`src/rtl/bg_sequencer.sv`:
```
// bg_sequencer: frame-ticked single-channel ramp/hold background colour sequencer with a
// config handshake accepted only in IDLE and HOLD_LO.
module bg_sequencer #(
    parameter logic [3:0] STEP_DEFAULT = 4'd1,
    parameter logic [7:0] HOLD_DEFAULT = 8'd30
) (
    input  logic        clk,
    input  logic        reset,
    input  logic        vsync,
    input  logic        cfg_valid,
    output logic        cfg_ready,
    input  logic [3:0]  cfg_step,
    input  logic [7:0]  cfg_hold,
    input  logic [1:0]  cfg_chan,
    input  logic        freeze,
    output logic [23:0] pixel,
    output logic [1:0]  chan,
    output logic [2:0]  state
);
    typedef enum logic [2:0] {IDLE = 3'd0, RAMP_UP = 3'd1, HOLD_HI = 3'd2, RAMP_DOWN = 3'd3, HOLD_LO = 3'd4} state_t;

    state_t      state_q, state_d;
    logic [7:0]  lvl_q, lvl_d, cnt_q, cnt_d, hold_q, hold_d;
    logic [3:0]  step_q, step_d;
    logic [1:0]  chan_q, chan_d;
    logic        vs_q;
    logic        tick, xfer;
    logic [8:0]  stp, sum, diff;

    assign tick      = vsync & ~vs_q & ~freeze;
    assign cfg_ready = (state_q == IDLE) || (state_q == HOLD_LO);
    assign xfer      = cfg_valid & cfg_ready;
    assign stp       = {5'd0, (step_q == 4'd0) ? 4'd1 : step_q};
    assign sum       = {1'b0, lvl_q} + stp;
    assign diff      = {1'b0, lvl_q} - stp;
    assign pixel     = {(chan_q == 2'd0) ? lvl_q : 8'h00,
                        (chan_q == 2'd1) ? lvl_q : 8'h00,
                        (chan_q == 2'd2) ? lvl_q : 8'h00};
    assign chan      = chan_q;
    assign state     = state_q;

    always_comb begin
        state_d = state_q;
        lvl_d   = lvl_q;
        cnt_d   = cnt_q;
        chan_d  = chan_q;
        step_d  = step_q;
        hold_d  = hold_q;
        if (tick) begin
            case (state_q)
                IDLE: begin
                    lvl_d   = stp[7:0];
                    state_d = RAMP_UP;
                end
                RAMP_UP: begin
                    lvl_d = (sum >= 9'd255) ? 8'd255 : sum[7:0];
                    if (sum >= 9'd255) begin
                        cnt_d   = hold_q;
                        state_d = HOLD_HI;
                    end
                end
                HOLD_HI: begin
                    state_d = (cnt_q == 8'd0) ? RAMP_DOWN : HOLD_HI;
                    cnt_d   = (cnt_q == 8'd0) ? cnt_q : cnt_q - 8'd1;
                end
                RAMP_DOWN: begin
                    lvl_d = (diff[8] || diff == 9'd0) ? 8'd0 : diff[7:0];
                    if (diff[8] || diff == 9'd0) begin
                        cnt_d   = hold_q;
                        state_d = HOLD_LO;
                    end
                end
                HOLD_LO: begin
                    state_d = (cnt_q == 8'd0) ? RAMP_UP : HOLD_LO;
                    cnt_d   = (cnt_q == 8'd0) ? cnt_q : cnt_q - 8'd1;
                    chan_d  = (cnt_q != 8'd0) ? chan_q : (chan_q == 2'd2) ? 2'd0 : chan_q + 2'd1;
                end
                default: state_d = IDLE;
            endcase
        end
        // The tick above already used the old step/hold; the transfer only updates them.
        if (xfer) begin
            step_d = cfg_step;
            hold_d = cfg_hold;
            if (state_q == IDLE) chan_d = (cfg_chan == 2'd3) ? 2'd0 : cfg_chan;
        end
    end

    always_ff @(posedge clk or posedge reset) begin
        if (reset) begin
            state_q <= IDLE;
            lvl_q   <= 8'd0;
            cnt_q   <= 8'd0;
            chan_q  <= 2'd0;
            step_q  <= STEP_DEFAULT;
            hold_q  <= HOLD_DEFAULT;
            vs_q    <= 1'b1;
        end else begin
            state_q <= state_d;
            lvl_q   <= lvl_d;
            cnt_q   <= cnt_d;
            chan_q  <= chan_d;
            step_q  <= step_d;
            hold_q  <= hold_d;
            vs_q    <= vsync;
        end
    end
endmodule
```
`config.mk`:
```
export PLATFORM = sky130hd
export DESIGN_NAME = bg_sequencer
export DESIGN_NICKNAME = d
export VERILOG_FILES = /design/src/rtl/bg_sequencer.sv
export SDC_FILE = /design/constraint.sdc
export NUM_CORES = 1
export LEC_CHECK = 0
export ABC_CLOCK_PERIOD_IN_PS = 2900
export BUFFER_PORTS_ARGS = -buffer_cell sky130_fd_sc_hd__buf_2
export CORE_MARGIN = 1
export CORE_UTILIZATION = 51
export DETAILED_ROUTE_END_ITERATION = 6
export HOLD_SLACK_MARGIN = 0.02
export PLACE_DENSITY = 0.75
export SLEW_MARGIN = 20
export SYNTH_ARGS = -nofsm -noshare
export SYNTH_HDL_FRONTEND = slang
export SYNTH_SLANG_ARGS = --single-unit
```
`constraint.sdc`:
```
create_clock -name clk -period 2.9 [get_ports clk]
set_input_delay 0.58 -clock clk [delete_from_list [all_inputs] [get_ports clk]]
set_output_delay 0.58 -clock clk [all_outputs]
set_load 0.1 [all_outputs]
```
==> reports/metrics.cfg <==
[critical_path]
arrival_ps=3030
path_class=reg -> reg
required_ps=3120
crit_path_max_fanout=9
r2r_start=step_q[3]
end_kind=register
cp-start-kind=register
cp-startpoint=step_q[3]

[synthesis]
syn_inst=321
seq_area_frac_synth=0.312
synthArstFlopShare=1.00
synth_top_cell_area_share=0.254
synthTopCellsByCount=dfrtp_1, nand2_1, and2_1
postSynthAreaPerCell_um2=8.58
synth_edf_count=0
ys.flop_type=dfrtp_1
syn-cell-area_mm2=0.00275
synth_top_cell_by_area=dfrtp_1
syn_nets=352
ys_types=63
yosysWarnings=0
ys_top_cells_by_area=dfrtp_1, dfstp_2, and2_1
synth_most_common_cell=dfrtp_1
synth_seq_cells=34

[place]
port_buffers=48
dp_hpwl_um=5280
gp_congestion=0.935
dp.cells=433
dp_slack_ps=-25.1
dpl_cell_area_mm2=0.00306

[sta]
fmax_mhz=356
slew_headroom=0.605
slew_violations=0
worst_pin_slew_ps=593
fin_crit_ps=2810
setup_violations=0
hold_viol_final=0
fin_skew_ps=3.87
fin_ws_ps=88.3
rsz0062_at_grt=yes
fin_crit_sh=0.970

[detailed_routing]
drc=0
initialDrtViolationCount=222
drtAntennaViolNets=0
wl_um=7200
via_per_inst=5.91
routed-via-count=2620
first_pass_iters=5
avgRoutedWirePerCell_um=16.3

[die]
die_x_um=75.5
dieArea_mm2=0.00570
dieHeight_um=75.5
rows=26
coreArea_mm2=0.00514
io_pins=49
initial_utilization=0.536

[layout]
fin_cells=443
synthToLayoutAreaGrowth_pct=17.2
final_util=0.628
design_area_mm2=0.00323
diodes=0
drive_above_1_share=0.290
fin_nets=403
fill_cells=474

[clock_tree]
path_clk_slew_ps=70
cts_tree=built
htree_levels=2
cts_made_buffers=5
cts.path.max_buffers=2
cts.sinks=34
cts_root_buf=clkbuf_8
clkLatencyLatePin_ps=290

[global_route]
grtUsageTotal=0.270
grt_pass1_vias=2422
grt_max_degree=35
antenna_found_initial=0
grt_pass1_wl_um=11400
grt_overflow_total=0

[min_path]
hold_class=in -> async

[status]
status=finished, final reports clean

[flow_run]
max-cap-violations=0

[path summary, 6_finish.rpt]
kind / slack [ps] / endpoint / cells past startpoint
worst min-delay path: 380 / chan[0] / 3
worst max register to register: 90 / cnt_q[1] / 12
min in group clk: 400 / vs_q / 1
max in group asynchronous: 2170 / hold_q[2] / 3
worst max-delay path: 90 / cnt_q[1] / 12
worst min register to register: 520 / hold_q[5] / 1
[critical path: stages (launching register included)]
cell     delay [ps]
dfrtp_1         380
inv_1            80
a31o_4          240
ha_2            200
fa_2            360
nor2b_1         150
o21a_1          200
or3_1           300
nand4_1         150
nor3_4           60
buf_6           160
o21ai_4         250
mux2i_1         210
[layout make-up]
cell class,instances,area [um^2],area share
clock buffer,6,82.6,0.0256
clock inverter,2,12.5,0.00388
inverter,17,63.8,0.0198
multi-input combinational,251,1770,0.547
sequential,34,858,0.266
tap,70,87.6,0.0271
timing repair buffer,63,357,0.110
[cells in the final DEF (no fill, tap or decap), types with 3 or more instances in the layout]
master,synthesis,layout
buf_2,4,48
dfrtp_1,28,28
nand2_1,26,26
and2_1,22,22
a21oi_1,19,19
inv_1,17,17
o21ai_0,17,17
nor2_1,17,16
buf_4,3,14
nor3_1,13,12
nand3_1,12,11
mux2_2,9,9
nor2b_1,8,8
or3_1,8,8
ha_1,10,8
o211ai_1,7,7
clkbuf_8,1,6
dfstp_2,6,6
o21a_1,6,5
a31oi_1,5,5
xnor2_1,4,4
xor2_1,4,4
and3_1,3,3
nand3b_1,3,3
nor3b_1,3,3
o22ai_1,3,3
a22oi_1,3,3
a211oi_1,3,3
a2bb2oi_1,3,3
mux2i_1,3,3
o31ai_1,3,3
[per-layer routing]
metal  track usage  routed length (um)  vias up
li1              -                   -     1251
met1         0.374                3270     1259
met2         0.430                3370       92
met3        0.0384                 412       18
met4         0.101                 150        0
met5             0                   0        -
[registers in the layout (all words and copies together), names as in the netlist]
name,count
step_q,4
lvl_q,8
chan,2
hold_q,8
cnt_q,8
state,3
vs_q,1
[repair_timing]
item / 4_1_cts / 5_1_grt
hold buffers: 0 / 0
pin swaps: 2 / 6
gates resized for setup: 2 / 10
buffers inserted: 0 / 2
endpoints found under the setup margin: 7 / 16
[kinds of logic after synthesis]
family | synth area share
AOI/OAI and AO/OA | 0.239
xor gates and xnor gates | 0.0254
adders and majority gates | 0.0636
buffers and inverters | 0.0686
DFF | 0.312
muxes | 0.0477
and+or+nand+nor | 0.244
[per-stage QoR]
| stage | hold WS [ps] | setup TNS, ps |
|---|---|---|
| global route | 397 | -150 |
| detailed placement | 507 | -41.6 |
| CTS | 395 | 0 |
| floorplan | 481 | -2350 |
| finish | 380 | 0 |
| global placement | 496 | 0 |
Power is left out: the tool's default activity adds up to more than one toggle a clock period on the data nets, which glitch-free logic cannot reach.
